--- src/rtl/detect_ctrl.sv ---
// detect_ctrl: sequences Detect.Quiet / Detect.Active, owns the 12 ms timer
// enable, handshakes with the PHY receiver-detect circuit and reports the
// lanes that have a receiver present.
module detect_ctrl #(
    parameter int unsigned NUM_LANES     = 4,
    parameter int unsigned EIDLE_EXIT_EN = 1
) (
    input  logic                 clk_i,
    input  logic                 rst_ni,
    input  logic                 start_i,
    input  logic [NUM_LANES-1:0] rx_elec_idle_i,
    output logic                 timer_en_o,
    input  logic                 timer_irq_i,
    output logic                 rxdet_req_o,
    input  logic                 rxdet_done_i,
    input  logic [NUM_LANES-1:0] rxdet_present_i,
    output logic                 detect_done_o,
    output logic [NUM_LANES-1:0] lanes_active_o,
    output logic [2:0]           state_o,
    output logic [7:0]           attempt_cnt_o
);

    localparam int unsigned ATT_W   = 8;
    localparam logic [ATT_W-1:0] ATT_MAX = {ATT_W{1'b1}};

    typedef enum logic [2:0] {
        ST_IDLE     = 3'd0,
        ST_QUIET    = 3'd1,
        ST_ACT_REQ  = 3'd2,
        ST_ACT_WAIT = 3'd3,
        ST_ACT_REQ2 = 3'd4,
        ST_POLLING  = 3'd5
    } state_t;

    state_t               state;
    logic [NUM_LANES-1:0] mask;
    logic                 eidle_exit;
    logic                 irq_valid;
    logic                 present_all;
    logic                 present_none;
    logic [ATT_W-1:0]     attempt_next;

    // Decoded inputs shared by several states
    assign eidle_exit   = (EIDLE_EXIT_EN != 0) && !(&rx_elec_idle_i);
    assign irq_valid    = timer_irq_i && timer_en_o;
    assign present_all  = &rxdet_present_i;
    assign present_none = ~|rxdet_present_i;
    assign attempt_next = (attempt_cnt_o == ATT_MAX) ? ATT_MAX : attempt_cnt_o + ATT_W'(1);

    assign state_o = state;

    // Detect sequencer: state and all registered outputs
    always_ff @(posedge clk_i or negedge rst_ni) begin
        if (!rst_ni) begin
            state          <= ST_IDLE;
            timer_en_o     <= 1'b0;
            rxdet_req_o    <= 1'b0;
            detect_done_o  <= 1'b0;
            lanes_active_o <= '0;
            attempt_cnt_o  <= '0;
            mask           <= '0;
        end else begin
            detect_done_o <= 1'b0;
            if (!start_i) begin
                // Leaving Detect wins over everything, including a pending done
                state       <= ST_IDLE;
                timer_en_o  <= 1'b0;
                rxdet_req_o <= 1'b0;
            end else begin
                case (state)
                    ST_IDLE: begin
                        state          <= ST_QUIET;
                        timer_en_o     <= 1'b0;
                        attempt_cnt_o  <= '0;
                        lanes_active_o <= '0;
                    end
                    ST_QUIET: begin
                        if (irq_valid || eidle_exit) begin
                            state         <= ST_ACT_REQ;
                            timer_en_o    <= 1'b0;
                            rxdet_req_o   <= 1'b1;
                            attempt_cnt_o <= attempt_next;
                        end else begin
                            // Count is held clear for the entry cycle, then runs
                            timer_en_o <= 1'b1;
                        end
                    end
                    ST_ACT_REQ: begin
                        if (rxdet_done_i) begin
                            rxdet_req_o <= 1'b0;
                            if (present_all) begin
                                state          <= ST_POLLING;
                                lanes_active_o <= rxdet_present_i;
                                detect_done_o  <= 1'b1;
                            end else if (present_none) begin
                                state <= ST_QUIET;
                            end else begin
                                mask  <= rxdet_present_i;
                                state <= ST_ACT_WAIT;
                            end
                        end
                    end
                    ST_ACT_WAIT: begin
                        if (irq_valid) begin
                            state         <= ST_ACT_REQ2;
                            timer_en_o    <= 1'b0;
                            rxdet_req_o   <= 1'b1;
                            attempt_cnt_o <= attempt_next;
                        end else begin
                            timer_en_o <= 1'b1;
                        end
                    end
                    ST_ACT_REQ2: begin
                        if (rxdet_done_i) begin
                            rxdet_req_o <= 1'b0;
                            if (rxdet_present_i == mask) begin
                                state          <= ST_POLLING;
                                lanes_active_o <= mask;
                                detect_done_o  <= 1'b1;
                            end else begin
                                state <= ST_QUIET;
                            end
                        end
                    end
                    ST_POLLING: begin
                        timer_en_o  <= 1'b0;
                        rxdet_req_o <= 1'b0;
                    end
                    default: begin
                        state       <= ST_IDLE;
                        timer_en_o  <= 1'b0;
                        rxdet_req_o <= 1'b0;
                    end
                endcase
            end
        end
    end

endmodule

--- config.mk ---
export PLATFORM = sky130hd
export DESIGN_NAME = detect_ctrl
export DESIGN_NICKNAME = d
export VERILOG_FILES = /design/src/rtl/detect_ctrl.sv
export SDC_FILE = /design/constraint.sdc
export NUM_CORES = 1
export LEC_CHECK = 0
export ABC_AREA = 1
export ABC_CLOCK_PERIOD_IN_PS = 4400
export CAP_MARGIN = 40
export CORE_UTILIZATION = 30
export CTS_BUF_LIST = sky130_fd_sc_hd__clkbuf_4 sky130_fd_sc_hd__clkbuf_8
export CTS_CLUSTER_DIAMETER = 60
export CTS_CLUSTER_SIZE = 20
export DETAILED_ROUTE_END_ITERATION = 10
export GPL_ROUTABILITY_DRIVEN = 0
export SYNTH_ARGS = -nofsm -noshare
export SYNTH_HDL_FRONTEND = slang
export SYNTH_SLANG_ARGS = --single-unit
--- constraint.sdc ---
create_clock -name clk_i -period 4.4 [get_ports clk_i]
set_clock_uncertainty 0.2 [all_clocks]
set_input_delay 0.88 -clock clk_i [delete_from_list [all_inputs] [get_ports clk_i]]
set_output_delay 0.88 -clock clk_i [all_outputs]
set_load 0.01 [all_outputs]
==> impl_results.html, run 1 <==
<table>
<tr><th>Metric</th><th>Value</th></tr>
<tr><th colspan="2">Detailed routing</th></tr>
<tr><td>Number of violations reported at the end of detailed-routing iteration 0</td><td>77</td></tr>
<tr><td>Via-per-instance ratio</td><td>4.598</td></tr>
<tr><td>Detailed-route wire length per cell</td><td>10.72 um</td></tr>
<tr><td>Number of optimization iterations in the first detailed-route pass</td><td>4</td></tr>
<tr><td>Wirelength, routed</td><td>2851 um</td></tr>
<tr><td>Post-route DRC</td><td>0</td></tr>
<tr><td>Residual antenna-violating net count after detailed routing</td><td>0</td></tr>
<tr><td>Total number of vias</td><td>1223</td></tr>
<tr><th colspan="2">Clock network</th></tr>
<tr><td>CTS buffer count</td><td>3</td></tr>
<tr><td>Root Buffer</td><td>sky130_fd_sc_hd__clkbuf_8</td></tr>
<tr><td>Post-CTS Hold Fix Bufs</td><td>0</td></tr>
<tr><td>Number of buffers on the longest clock path</td><td>2</td></tr>
<tr><td>Post-CTS Resized</td><td>0</td></tr>
<tr><td>CTS tree</td><td>done</td></tr>
<tr><td>Setup repair bufs after CTS</td><td>0</td></tr>
<tr><td>Number of sinks on the clock net</td><td>22</td></tr>
<tr><td>Clock Latency Late Sink</td><td>0.26 ns</td></tr>
<tr><td>Clock input transition at the sequential cells of the worst setup and hold paths</td><td>0.09 ns</td></tr>
<tr><td>Count of H-tree levels built during CTS</td><td>1</td></tr>
<tr><th colspan="2">Global route</th></tr>
<tr><td>All-Layer GR Usage</td><td>0.1291</td></tr>
<tr><td>Pin count of the biggest net entering global routing</td><td>14</td></tr>
<tr><td>Vias in the first global route</td><td>1188</td></tr>
<tr><td>Global-route wire length before repair</td><td>5112 um</td></tr>
<tr><td>Number of antenna violations at the first check in global routing</td><td>0</td></tr>
<tr><td>Aggregate global routing overflow</td><td>0</td></tr>
<tr><th colspan="2">Logic synthesis</th></tr>
<tr><td>Synthesis-stage register bit count</td><td>22</td></tr>
<tr><td>Seq/Total Area, Yosys</td><td>0.4040</td></tr>
<tr><td>Multiplexer area fraction after synthesis</td><td>0</td></tr>
<tr><td>Parity-gate share of the synthesized area counting xor and xnor cells</td><td>0.01928</td></tr>
<tr><td>Gate Count Post-Synth</td><td>180</td></tr>
<tr><td>Compound-gate portion of the synthesized area</td><td>0.1175</td></tr>
<tr><td>Dominant synthesized flop cell</td><td>sky130_fd_sc_hd__dfrtp_1</td></tr>
<tr><td>Mean cell area of the mapped netlist</td><td>7.570 sq um</td></tr>
<tr><td>Simple logic cell fraction of the synthesized area</td><td>0.3783</td></tr>
<tr><td>Synthesized netlist net count</td><td>194</td></tr>
<tr><td>Fraction of post-synthesis cell area in the top cell type by area</td><td>0.4040</td></tr>
<tr><td>Post-Synth Adder-Cell Area</td><td>0.009183</td></tr>
<tr><td>Leading cell type by number of instances after synthesis</td><td>sky130_fd_sc_hd__nand2_1</td></tr>
<tr><td>Most numerous cell types in the synthesized netlist</td><td>sky130_fd_sc_hd__nand2_1 (56), sky130_fd_sc_hd__dfrtp_1 (22), sky130_fd_sc_hd__inv_1 (19), sky130_fd_sc_hd__nand3_1 (12)</td></tr>
<tr><td>Dominant combinational cell family by area after synthesis</td><td>simple AND/OR/NAND/NOR gates</td></tr>
<tr><td>Share of flip-flops with an asynchronous set or reset after synthesis</td><td>1.000</td></tr>
<tr><td>Leading post-synthesis cells by cell area</td><td>sky130_fd_sc_hd__dfrtp_1 (40%), sky130_fd_sc_hd__nand2_1 (15%), sky130_fd_sc_hd__inv_1 (5.2%)</td></tr>
<tr><td>Total standard cell area after synthesis</td><td>0.001363 sq mm</td></tr>
<tr><td>Cell taking the most area after synthesis</td><td>sky130_fd_sc_hd__dfrtp_1</td></tr>
<tr><td>Number of enable-type register cells in the synthesized netlist</td><td>0</td></tr>
<tr><td>Count of cell types in the netlist</td><td>27</td></tr>
<tr><td>Yosys warning count</td><td>0</td></tr>
<tr><th colspan="2">Placed design</th></tr>
<tr><td>Placed wire-length estimate</td><td>2347 um</td></tr>
<tr><td>Placed cell count</td><td>262</td></tr>
<tr><td>IO buf count</td><td>30</td></tr>
<tr><td>Setup WS pre-CTS</td><td>1.769 ns</td></tr>
<tr><th colspan="2">STA</th></tr>
<tr><td>Slew at the pin closest to its max-slew limit</td><td>0.5621 ns</td></tr>
<tr><td>Least setup slack across all paths after layout</td><td>1.936 ns</td></tr>
<tr><td>Final worst-path cycle share</td><td>0.5600</td></tr>
<tr><td>Slew Viols, Final</td><td>0</td></tr>
<tr><td>F_max</td><td>405.9 MHz</td></tr>
<tr><td>Fin crit period</td><td>2.464 ns</td></tr>
<tr><td>RSZ-0062 raised after global routing</td><td>false</td></tr>
<tr><td>Final setup TNS</td><td>0 ns</td></tr>
<tr><td>Count of endpoints failing hold in the final timing report</td><td>0</td></tr>
<tr><td>Relative slew margins</td><td>0.6241</td></tr>
<tr><td>Final setup violating endpoints</td><td>0</td></tr>
<tr><th colspan="2">Floorplan</th></tr>
<tr><td>Initial standard-cell utilization of the core</td><td>0.3129</td></tr>
<tr><td>Die height</td><td>69.40 um</td></tr>
<tr><td>Full die area</td><td>0.004816 sq mm</td></tr>
<tr><td>Core Area</td><td>0.004354 sq mm</td></tr>
<tr><td>Total I/O pin count</td><td>31</td></tr>
<tr><td>Die width</td><td>69.40 um</td></tr>
<tr><td>Cell Rows</td><td>24</td></tr>
<tr><th colspan="2">Worst setup path</th></tr>
<tr><td>Slowest cell on the critical path</td><td>sky130_fd_sc_hd__clkdlybuf4s50_1</td></tr>
<tr><td>Worst reg-to-reg path cell count</td><td>7</td></tr>
<tr><td>Critical path peak fanout</td><td>7</td></tr>
<tr><td>Critical path endpoint category</td><td>output port</td></tr>
<tr><td>Worst R2R End</td><td>attempt_cnt_o[3]$_DFFE_PN0P_</td></tr>
<tr><td>Data required time at the worst endpoint</td><td>3.32 ns</td></tr>
<tr><td>Worst reg2reg startpoint</td><td>attempt_cnt_o[0]$_DFFE_PN0P_</td></tr>
<tr><td>Number of logic stages on the critical path including buffering</td><td>1</td></tr>
<tr><td>Arrival time worst endpoint</td><td>1.38 ns</td></tr>
<tr><td>Setup slack on the worst flop-to-flop path</td><td>2.69 ns</td></tr>
<tr><td>Largest stage delay on the critical path</td><td>0.61 ns</td></tr>
<tr><td>Category of the critical setup timing path</td><td>flop to output port</td></tr>
<tr><td>Cell class contributing the biggest share of worst-path delay</td><td>buffers and inverters</td></tr>
<tr><td>Buf/Inv on CP</td><td>1</td></tr>
<tr><td>Beginning of the critical path</td><td>state_o[0]$_DFFE_PN0P_</td></tr>
<tr><td>Critical path launch point type</td><td>flop</td></tr>
<tr><td>Cell-by-cell trace of the critical path</td><td>clkdlybuf4s50_1</td></tr>
<tr><td>Crit path capture</td><td>state_o[0]</td></tr>
<tr><th colspan="2">Power</th></tr>
<tr><td>Switching power as a share of total power</td><td>0.3857</td></tr>
<tr><td>Portion of total power attributed to sequential cells</td><td>0.350</td></tr>
<tr><td>Switching pwr</td><td>0.3570 mW</td></tr>
<tr><td>Clk network pwr share</td><td>0.204</td></tr>
<tr><td>Combinational fraction of design power</td><td>0.446</td></tr>
<tr><td>Static leakage</td><td>0.8597 nW</td></tr>
<tr><td>Total power</td><td>0.9256 mW</td></tr>
<tr><td>Ratio of total power to cell area</td><td>512.3 mW/mm^2</td></tr>
<tr><td>Internal power component</td><td>0.5686 mW</td></tr>
<tr><td>Peak supply drop</td><td>193.9 uV</td></tr>
<tr><th colspan="2">Layout</th></tr>
<tr><td>Finished Layout Cells</td><td>266</td></tr>
<tr><td>Count of nets after finishing</td><td>229</td></tr>
<tr><td>Share of post-route cells with drive strength above 1</td><td>0.1495</td></tr>
<tr><td>Area used by sequential logic in the layout</td><td>550.5 sq um</td></tr>
<tr><td>N_diodes</td><td>0</td></tr>
<tr><td>Number of fillers in the final layout</td><td>448</td></tr>
<tr><td>Area of combinational cells with multiple inputs</td><td>714.4 sq um</td></tr>
<tr><td>Synthesis-to-layout area growth</td><td>32.60%</td></tr>
<tr><td>Utilization of the core after routing</td><td>0.4149</td></tr>
<tr><th colspan="2">Run status</th></tr>
<tr><td>Run status</td><td>complete, no violations</td></tr>
<tr><th colspan="2">Min path</th></tr>
<tr><td>Worst Hold Class</td><td>flop to flop</td></tr>
<tr><th colspan="2">Run</th></tr>
<tr><td>Max-capacitance violation count</td><td>0</td></tr>
</table>
-- power by group through the flow --
stage               registers [mW]  clock network (mW)  logic, mW
floorplan                    0.339                   0      0.245
global placement             0.329                   0      0.414
detailed placement           0.328                   0      0.417
CTS                          0.324               0.195      0.418
global route                 0.334               0.204      0.460
finish                       0.324               0.189      0.412
-- worst min-delay path by stage --
stage / from / endpoint / slack (ns) / cells past startpoint
final: lanes_active_o[1]$_DFFE_PN0P_ / lanes_active_o[1]$_DFFE_PN0P_ / 0.28 / 2
after global routing: lanes_active_o[1]$_DFFE_PN0P_ / lanes_active_o[1]$_DFFE_PN0P_ / 0.30 / 2
after CTS: lanes_active_o[0]$_DFFE_PN0P_ / lanes_active_o[0]$_DFFE_PN0P_ / 0.28 / 2
after detailed placement: lanes_active_o[0]$_DFFE_PN0P_ / lanes_active_o[0]$_DFFE_PN0P_ / 0.26 / 2
after global placement: lanes_active_o[1]$_DFFE_PN0P_ / lanes_active_o[1]$_DFFE_PN0P_ / 0.26 / 2
after floorplan: lanes_active_o[0]$_DFFE_PN0P_ / lanes_active_o[0]$_DFFE_PN0P_ / 0.30 / 2
-- layer usage --
layer / wire [um] / global-route usage / part of all wire
met5: 0 / 0 / 0
met4: 27 / 0.04762 / 0.0095
met3: 90 / 0.02326 / 0.032
met2: 1258 / 0.2028 / 0.44
met1: 1474 / 0.1770 / 0.52
-- area by class of cell --
cell class	instances	share of cell area
inverter	24	0.04986
multi-input combinational	133	0.3954
clock buffer	3	0.02285
clock inverter	1	0.01662
tap	52	0.03601
timing repair buffer	31	0.1745
sequential	22	0.3047
-- registers in the layout (all words and copies together), names as in the netlist --
name / cells
attempt_cnt_o: 8
lanes_active_o: 4
mask: 4
state_o: 3
detect_done_o: 1
rxdet_req_o: 1
timer_en_o: 1
-- logic make-up (layout without fill, tap and decap cells) --
family          after synthesis  count (layout)
fa+ha+maj                     1               1
buf+inv                      25              59
simple gates                103             103
xor+xnor                      3               3
compound gates               26              26
flops                        22              22
-- through the flow --
| step | cell area [sq um] | hold slack, ns |
|---|---|---|
| floorplan | 1363 | 0.3046 |
| finish | 1807 | 0.2802 |
| CTS | 1807 | 0.2848 |
| global placement | 1720 | 0.2609 |
| detailed placement | 1735 | 0.2649 |
| global route | 1807 | 0.2998 |
-- layout by cell type (no fill, tap or decap) --
master                            instances
sky130_fd_sc_hd__nand4_1                  6
sky130_fd_sc_hd__nand2_4                  1
sky130_fd_sc_hd__o21ai_1                  7
sky130_fd_sc_hd__xnor2_1                  1
sky130_fd_sc_hd__o22ai_1                  4
sky130_fd_sc_hd__inv_2                    5
sky130_fd_sc_hd__nand3_2                  4
sky130_fd_sc_hd__o21ai_0                  8
sky130_fd_sc_hd__ha_1                     1
sky130_fd_sc_hd__xor2_1                   2
sky130_fd_sc_hd__a21oi_1                  3
sky130_fd_sc_hd__nand2_2                  8
sky130_fd_sc_hd__clkbuf_8                 3
sky130_fd_sc_hd__a21oi_4                  1
sky130_fd_sc_hd__nor2_2                   2
sky130_fd_sc_hd__nor2_1                   7
sky130_fd_sc_hd__o211ai_2                 1
sky130_fd_sc_hd__clkdlybuf4s50_1         30
sky130_fd_sc_hd__dfrtp_1                 22
sky130_fd_sc_hd__o21a_1                   1
sky130_fd_sc_hd__nand3_1                 12
sky130_fd_sc_hd__inv_1                   19
sky130_fd_sc_hd__and3_1                   1
sky130_fd_sc_hd__buf_8                    1
sky130_fd_sc_hd__nor3_1                   2
sky130_fd_sc_hd__bufinv_16                1
sky130_fd_sc_hd__a21oi_2                  1
sky130_fd_sc_hd__nor2_4                   3
sky130_fd_sc_hd__nand2_1                 56
sky130_fd_sc_hd__nand3_4                  1
No activity file was read; power rests on OpenSTA's default activity.
==> run 2, diff against run 1 <==
--- a/config.mk
+++ b/config.mk
@@ -6,7 +6,7 @@
 export NUM_CORES = 1
 export LEC_CHECK = 0
 export ABC_AREA = 1
-export ABC_CLOCK_PERIOD_IN_PS = 4400
+export ABC_CLOCK_PERIOD_IN_PS = 2100
 export CAP_MARGIN = 40
 export CORE_UTILIZATION = 30
 export CTS_BUF_LIST = sky130_fd_sc_hd__clkbuf_4 sky130_fd_sc_hd__clkbuf_8
==> constraint.sdc (replaced) <==
create_clock -name clk_i -period 2.1 [get_ports clk_i]
set_clock_uncertainty 0.2 [all_clocks]
set_input_delay 0.42 -clock clk_i [delete_from_list [all_inputs] [get_ports clk_i]]
set_output_delay 0.42 -clock clk_i [all_outputs]
set_load 0.01 [all_outputs]
==> impl_results.html, run 2 (synthesis results as in run 1) <==
<table>
<tr><th>Metric</th><th>Value</th></tr>
<tr><th colspan="2">STA</th></tr>
<tr><td>F_max</td><td>497.7 MHz</td></tr>
<tr><td>Fin crit period</td><td>2.009 ns</td></tr>
<tr><td>Slew Viols, Final</td><td>0</td></tr>
<tr><td>Relative slew margins</td><td>0.7958</td></tr>
<tr><td>Final setup violating endpoints</td><td>0</td></tr>
<tr><td>Slew at the pin closest to its max-slew limit</td><td>0.3054 ns</td></tr>
<tr><td>Count of endpoints failing hold in the final timing report</td><td>0</td></tr>
<tr><td>Final setup TNS</td><td>0 ns</td></tr>
<tr><td>Final worst-path cycle share</td><td>0.9567</td></tr>
<tr><td>RSZ-0062 raised after global routing</td><td>false</td></tr>
<tr><th colspan="2">Clock network</th></tr>
<tr><td>Clock Latency Late Sink</td><td>0.26 ns</td></tr>
<tr><td>Post-CTS Hold Fix Bufs</td><td>0</td></tr>
<tr><td>CTS buffer count</td><td>3</td></tr>
<tr><td>Root Buffer</td><td>sky130_fd_sc_hd__clkbuf_8</td></tr>
<tr><td>Count of H-tree levels built during CTS</td><td>1</td></tr>
<tr><td>Clock input transition at the sequential cells of the worst setup and hold paths</td><td>0.08 ns</td></tr>
<tr><td>Setup repair bufs after CTS</td><td>0</td></tr>
<tr><td>CTS tree</td><td>done</td></tr>
<tr><td>Number of sinks on the clock net</td><td>22</td></tr>
<tr><td>Post-CTS Resized</td><td>0</td></tr>
<tr><td>Number of buffers on the longest clock path</td><td>2</td></tr>
<tr><th colspan="2">Run</th></tr>
<tr><td>Max-capacitance violation count</td><td>0</td></tr>
<tr><th colspan="2">Detailed routing</th></tr>
<tr><td>Post-route DRC</td><td>0</td></tr>
<tr><td>Number of violations reported at the end of detailed-routing iteration 0</td><td>32</td></tr>
<tr><td>Residual antenna-violating net count after detailed routing</td><td>0</td></tr>
<tr><td>Detailed-route wire length per cell</td><td>10.83 um</td></tr>
<tr><td>Total number of vias</td><td>1225</td></tr>
<tr><td>Via-per-instance ratio</td><td>4.571</td></tr>
<tr><td>Wirelength, routed</td><td>2902 um</td></tr>
<tr><td>Number of optimization iterations in the first detailed-route pass</td><td>4</td></tr>
<tr><th colspan="2">Floorplan</th></tr>
<tr><td>Total I/O pin count</td><td>31</td></tr>
<tr><td>Die height</td><td>69.40 um</td></tr>
<tr><td>Core Area</td><td>0.004354 sq mm</td></tr>
<tr><td>Initial standard-cell utilization of the core</td><td>0.3129</td></tr>
<tr><td>Die width</td><td>69.40 um</td></tr>
<tr><td>Full die area</td><td>0.004816 sq mm</td></tr>
<tr><td>Cell Rows</td><td>24</td></tr>
<tr><th colspan="2">Layout</th></tr>
<tr><td>Share of post-route cells with drive strength above 1</td><td>0.1574</td></tr>
<tr><td>Number of fillers in the final layout</td><td>438</td></tr>
<tr><td>N_diodes</td><td>0</td></tr>
<tr><td>Largest registers ranked by flip-flop count</td><td>attempt_cnt_o x8, lanes_active_o x4, mask x4</td></tr>
<tr><td>Max reg flops</td><td>8</td></tr>
<tr><td>Leading cell types in the layout, fill and taps excluded</td><td>sky130_fd_sc_hd__nand2_1 (56), sky130_fd_sc_hd__clkdlybuf4s50_1 (30), sky130_fd_sc_hd__dfrtp_1 (22)</td></tr>
<tr><td>Synthesis-to-layout area growth</td><td>31.96%</td></tr>
<tr><td>Register with the highest flop count</td><td>attempt_cnt_o</td></tr>
<tr><td>Count of nets after finishing</td><td>231</td></tr>
<tr><td>Post-route standard cell area excluding fillers</td><td>0.001798 sq mm</td></tr>
<tr><td>Commonest non-fill, non-tap cell in the layout</td><td>sky130_fd_sc_hd__nand2_1</td></tr>
<tr><th colspan="2">Power</th></tr>
<tr><td>Total power</td><td>1.855 mW</td></tr>
<tr><td>Static leakage</td><td>0.8591 nW</td></tr>
<tr><td>Ratio of total power to cell area</td><td>1032 mW/mm^2</td></tr>
<tr><td>Peak supply drop</td><td>373.1 uV</td></tr>
<tr><th colspan="2">Worst setup path</th></tr>
<tr><td>Critical path launch point type</td><td>flop</td></tr>
<tr><td>Buf/Inv on CP</td><td>1</td></tr>
<tr><td>Cell-by-cell trace of the critical path</td><td>clkdlybuf4s50_1</td></tr>
<tr><td>Cell class contributing the biggest share of worst-path delay</td><td>buffers and inverters</td></tr>
<tr><td>Critical path endpoint category</td><td>output port</td></tr>
<tr><td>Data required time at the worst endpoint</td><td>1.48 ns</td></tr>
<tr><td>Critical path peak fanout</td><td>7</td></tr>
<tr><td>Slowest cell on the critical path</td><td>sky130_fd_sc_hd__clkdlybuf4s50_1</td></tr>
<tr><td>Largest stage delay on the critical path</td><td>0.60 ns</td></tr>
<tr><td>Category of the critical setup timing path</td><td>flop to output port</td></tr>
<tr><td>Arrival time worst endpoint</td><td>1.39 ns</td></tr>
<tr><th colspan="2">Global route</th></tr>
<tr><td>All-Layer GR Usage</td><td>0.1328</td></tr>
<tr><td>Number of antenna violations at the first check in global routing</td><td>0</td></tr>
<tr><td>Vias in the first global route</td><td>1159</td></tr>
<tr><td>Pin count of the biggest net entering global routing</td><td>23</td></tr>
<tr><td>Aggregate global routing overflow</td><td>0</td></tr>
<tr><td>Global-route wire length before repair</td><td>5209 um</td></tr>
<tr><th colspan="2">Placed design</th></tr>
<tr><td>Placed wire-length estimate</td><td>2247 um</td></tr>
<tr><td>IO buf count</td><td>30</td></tr>
<tr><td>Post-place instance area</td><td>0.001743 sq mm</td></tr>
<tr><th colspan="2">Min path</th></tr>
<tr><td>Worst Hold Class</td><td>flop to flop</td></tr>
<tr><th colspan="2">Run status</th></tr>
<tr><td>Run status</td><td>complete, no violations</td></tr>
</table>
## run 2: per-layer routing
| layer | track usage | share of wire | vias to the layer above |
|---|---|---|---|
| met5 | 0 | 0 | - |
| met4 | 0.04762 | 0.016 | 0 |
| met3 | 0.02180 | 0.039 | 4 |
| met2 | 0.2082 | 0.44 | 28 |
| met1 | 0.1845 | 0.50 | 537 |
| li1 | - | - | 656 |
## run 2: area by class of cell
class                           instances  area [sq um]  area share
Timing Repair Buffer                   33         322.8      0.1795
Tap cell                               52         65.06     0.03619
Multi-Input combinational cell        133         714.4      0.3974
Sequential cell                        22         550.5      0.3062
Inverter                               24         90.09     0.05010
Clock buffer                            4         55.05     0.03062
## run 2: worst paths after layout
path                                          startpoint  depth (start not counted)  slack, ns                            end
max reg2reg                 attempt_cnt_o[0]$_DFFE_PN0P_                          7       0.44   attempt_cnt_o[3]$_DFFE_PN0P_
max                               state_o[0]$_DFFE_PN0P_                          1       0.09                     state_o[0]
min                        lanes_active_o[3]$_DFFE_PN0P_                          2       0.28  lanes_active_o[3]$_DFFE_PN0P_
min in group asynchronous                         rst_ni                          2       0.31            mask[1]$_DFFE_PN0P_
min reg2reg                lanes_active_o[3]$_DFFE_PN0P_                          2       0.28  lanes_active_o[3]$_DFFE_PN0P_
max in group asynchronous                         rst_ni                          2       1.16   attempt_cnt_o[7]$_DFFE_PN0P_
## run 2: where the power goes
part | internal (mW) | switching [mW]
logic | 0.385 | 0.485
clock network | 0.167 | 0.136
registers | 0.553 | 0.129
## run 2: stage by stage
stage	util	hold WS, ns	setup slack (ns)	std cells
after floorplan	-	-0.07559	0.5643	180
after global placement	0.4003	0.2705	0.07859	264
after detailed placement	0.4003	0.2651	0.05409	264
after CTS	0.4129	0.2863	0.07708	268
after global routing	0.4129	0.3151	0.03086	268
final	0.4129	0.2814	0.09090	268
## run 2: worst min-delay path, cell delays in order (launching register included)
cell and delay, ns:
sky130_fd_sc_hd__dfrtp_1 0.36, sky130_fd_sc_hd__nand2_1 0.05, sky130_fd_sc_hd__nand2_1 0.04
==> run 3, diff against run 2 <==
--- a/config.mk
+++ b/config.mk
@@ -7,13 +7,14 @@
 export LEC_CHECK = 0
 export ABC_AREA = 1
 export ABC_CLOCK_PERIOD_IN_PS = 2100
-export CAP_MARGIN = 40
+export CAP_MARGIN = 20
 export CORE_UTILIZATION = 30
 export CTS_BUF_LIST = sky130_fd_sc_hd__clkbuf_4 sky130_fd_sc_hd__clkbuf_8
 export CTS_CLUSTER_DIAMETER = 60
 export CTS_CLUSTER_SIZE = 20
 export DETAILED_ROUTE_END_ITERATION = 10
 export GPL_ROUTABILITY_DRIVEN = 0
+export MAX_ROUTING_LAYER = met4
 export SYNTH_ARGS = -nofsm -noshare
 export SYNTH_HDL_FRONTEND = slang
 export SYNTH_SLANG_ARGS = --single-unit
==> impl_results.html, run 3 (synthesis results as in run 1) <==
<table>
<tr><th>Metric</th><th>Value</th></tr>
<tr><th colspan="2">Global route</th></tr>
<tr><td>All-Layer GR Usage</td><td>0.1366</td></tr>
<tr><td>Vias in the first global route</td><td>1160</td></tr>
<tr><td>Global-route wire length before repair</td><td>5202 um</td></tr>
<tr><td>Pin count of the biggest net entering global routing</td><td>23</td></tr>
<tr><td>Aggregate global routing overflow</td><td>0</td></tr>
<tr><td>Number of antenna violations at the first check in global routing</td><td>0</td></tr>
<tr><th colspan="2">Worst setup path</th></tr>
<tr><td>Data required time at the worst endpoint</td><td>1.48 ns</td></tr>
<tr><td>Critical path launch point type</td><td>flop</td></tr>
<tr><td>Category of the critical setup timing path</td><td>flop to output port</td></tr>
<tr><td>Worst reg-to-reg path cell count</td><td>7</td></tr>
<tr><td>Worst reg2reg startpoint</td><td>attempt_cnt_o[0]$_DFFE_PN0P_</td></tr>
<tr><td>Cell-by-cell trace of the critical path</td><td>clkdlybuf4s50_1</td></tr>
<tr><td>Cell class contributing the biggest share of worst-path delay</td><td>buffers and inverters</td></tr>
<tr><td>Buf/Inv on CP</td><td>1</td></tr>
<tr><td>Slowest cell on the critical path</td><td>sky130_fd_sc_hd__clkdlybuf4s50_1</td></tr>
<tr><td>Worst R2R End</td><td>attempt_cnt_o[3]$_DFFE_PN0P_</td></tr>
<tr><td>Largest stage delay on the critical path</td><td>0.60 ns</td></tr>
<tr><td>Setup slack on the worst flop-to-flop path</td><td>0.44 ns</td></tr>
<tr><td>Arrival time worst endpoint</td><td>1.39 ns</td></tr>
<tr><td>Critical path endpoint category</td><td>output port</td></tr>
<tr><td>Critical path peak fanout</td><td>7</td></tr>
<tr><th colspan="2">Clock network</th></tr>
<tr><td>Post-CTS Hold Fix Bufs</td><td>0</td></tr>
<tr><td>Number of buffers on the longest clock path</td><td>2</td></tr>
<tr><td>Count of H-tree levels built during CTS</td><td>1</td></tr>
<tr><td>CTS tree</td><td>done</td></tr>
<tr><td>Setup repair bufs after CTS</td><td>0</td></tr>
<tr><td>Post-CTS Resized</td><td>0</td></tr>
<tr><td>Number of sinks on the clock net</td><td>22</td></tr>
<tr><td>Clock Latency Late Sink</td><td>0.26 ns</td></tr>
<tr><td>CTS buffer count</td><td>3</td></tr>
<tr><td>Root Buffer</td><td>sky130_fd_sc_hd__clkbuf_8</td></tr>
<tr><td>Clock input transition at the sequential cells of the worst setup and hold paths</td><td>0.08 ns</td></tr>
<tr><th colspan="2">Min path</th></tr>
<tr><td>Startpoint of the worst hold path</td><td>lanes_active_o[3]$_DFFE_PN0P_</td></tr>
<tr><td>Worst Hold Class</td><td>flop to flop</td></tr>
<tr><td>Cell depth of the worst min-delay path</td><td>2</td></tr>
<tr><td>End point of the worst hold path</td><td>lanes_active_o[3]$_DFFE_PN0P_</td></tr>
<tr><th colspan="2">STA</th></tr>
<tr><td>Relative slew margins</td><td>0.7958</td></tr>
<tr><td>Final setup violating endpoints</td><td>0</td></tr>
<tr><td>Slew at the pin closest to its max-slew limit</td><td>0.3054 ns</td></tr>
<tr><td>RSZ-0062 raised after global routing</td><td>false</td></tr>
<tr><td>Final worst-path cycle share</td><td>0.9567</td></tr>
<tr><td>Fin crit period</td><td>2.009 ns</td></tr>
<tr><td>F_max</td><td>497.8 MHz</td></tr>
<tr><td>Count of endpoints failing hold in the final timing report</td><td>0</td></tr>
<tr><td>Final setup TNS</td><td>0 ns</td></tr>
<tr><td>Slew Viols, Final</td><td>0</td></tr>
<tr><th colspan="2">Detailed routing</th></tr>
<tr><td>Number of violations reported at the end of detailed-routing iteration 0</td><td>33</td></tr>
<tr><td>Residual antenna-violating net count after detailed routing</td><td>0</td></tr>
<tr><td>Number of optimization iterations in the first detailed-route pass</td><td>4</td></tr>
<tr><td>Via-per-instance ratio</td><td>4.571</td></tr>
<tr><td>Post-route DRC</td><td>0</td></tr>
<tr><td>Wirelength, routed</td><td>2906 um</td></tr>
<tr><td>Detailed-route wire length per cell</td><td>10.84 um</td></tr>
<tr><td>Total number of vias</td><td>1225</td></tr>
<tr><th colspan="2">Layout</th></tr>
<tr><td>Commonest non-fill, non-tap cell in the layout</td><td>sky130_fd_sc_hd__nand2_1</td></tr>
<tr><td>Count of nets after finishing</td><td>231</td></tr>
<tr><td>Number of fillers in the final layout</td><td>438</td></tr>
<tr><td>Synthesis-to-layout area growth</td><td>31.96%</td></tr>
<tr><td>Leading cell types in the layout, fill and taps excluded</td><td>sky130_fd_sc_hd__nand2_1 (56), sky130_fd_sc_hd__clkdlybuf4s50_1 (30), sky130_fd_sc_hd__dfrtp_1 (22)</td></tr>
<tr><td>Finished Layout Cells</td><td>268</td></tr>
<tr><td>Share of post-route cells with drive strength above 1</td><td>0.1574</td></tr>
<tr><td>Max reg flops</td><td>8</td></tr>
<tr><td>Area of combinational cells with multiple inputs</td><td>714.4 sq um</td></tr>
<tr><td>N_diodes</td><td>0</td></tr>
<tr><td>Largest registers ranked by flip-flop count</td><td>attempt_cnt_o x8, lanes_active_o x4, mask x4</td></tr>
<tr><td>Register with the highest flop count</td><td>attempt_cnt_o</td></tr>
<tr><td>Area used by sequential logic in the layout</td><td>550.5 sq um</td></tr>
<tr><th colspan="2">Power</th></tr>
<tr><td>Peak supply drop</td><td>373.1 uV</td></tr>
<tr><td>Static leakage</td><td>0.8591 nW</td></tr>
<tr><td>Ratio of total power to cell area</td><td>1032 mW/mm^2</td></tr>
<tr><th colspan="2">Floorplan</th></tr>
<tr><td>Total I/O pin count</td><td>31</td></tr>
<tr><td>Core Area</td><td>0.004354 sq mm</td></tr>
<tr><td>Cell Rows</td><td>24</td></tr>
<tr><td>Full die area</td><td>0.004816 sq mm</td></tr>
<tr><td>Die height</td><td>69.40 um</td></tr>
<tr><td>Initial standard-cell utilization of the core</td><td>0.3129</td></tr>
<tr><td>Die width</td><td>69.40 um</td></tr>
<tr><th colspan="2">Placed design</th></tr>
<tr><td>IO buf count</td><td>30</td></tr>
<tr><td>Placed cell count</td><td>264</td></tr>
<tr><td>Placed wire-length estimate</td><td>2247 um</td></tr>
<tr><th colspan="2">Run status</th></tr>
<tr><td>Run status</td><td>complete, no violations</td></tr>
<tr><th colspan="2">Run</th></tr>
<tr><td>Max-capacitance violation count</td><td>0</td></tr>
</table>
==> run 3: cell counts in the layout (fill, tap and decap cells not counted) <==
Identical to the previous run, type by type.
==> run 3: final cells by class <==
class / instances / share of cell area
flip-flops and latches: 22 / 0.3062
multi-input cells: 133 / 0.3974
repair buffers: 33 / 0.1795
well taps: 52 / 0.03619
clock buffers: 4 / 0.03062
inverters: 24 / 0.05010
==> run 3: layer usage <==
metal	vias to the layer above	share of wire	track usage	wire, um
li1	656	-	-	-
met1	537	0.51	0.1854	1472
met2	28	0.44	0.2082	1277
met3	4	0.038	0.02035	109
met4	0	0.016	0.04762	46
met5	-	0	-	0
==> run 3: worst max-delay path by stage <==
stage	from	end	slack, ns	cells past startpoint
6_report	state_o[0]$_DFFE_PN0P_	state_o[0]	0.09	1
5_1_grt	state_o[0]$_DFFE_PN0P_	state_o[0]	0.03	1
4_1_cts	state_o[1]$_DFFE_PN0P_	state_o[1]	0.08	1
3_5_place_dp	rxdet_present_i[1]	lanes_active_o[1]$_DFFE_PN0P_	0.05	10
3_3_place_gp	rxdet_present_i[1]	lanes_active_o[2]$_DFFE_PN0P_	0.08	10
2_1_floorplan	state_o[2]$_DFFE_PN0P_	lanes_active_o[0]$_DFFE_PN0P_	0.56	8
==> run 3: metrics by stage <==
step / cell area, sq um / utilization / worst slack [ns] / hold WS (ns) / total power [mW]
after global placement: 1743 / 0.4003 / 0.07859 / 0.2705 / 1.561
after CTS: 1798 / 0.4129 / 0.07708 / 0.2863 / 1.882
final: 1798 / 0.4129 / 0.09099 / 0.2814 / 1.855
after global routing: 1798 / 0.4129 / 0.03087 / 0.3151 / 2.017
after detailed placement: 1743 / 0.4003 / 0.05409 / 0.2651 / 1.566
after floorplan: 1363 / - / 0.5643 / -0.07559 / 1.224
==> run 3: where the power goes <==
group	internal [mW]	total, mW	switching [mW]
combinational	0.385	0.870	0.485
sequential	0.553	0.682	0.129
clock	0.167	0.303	0.136
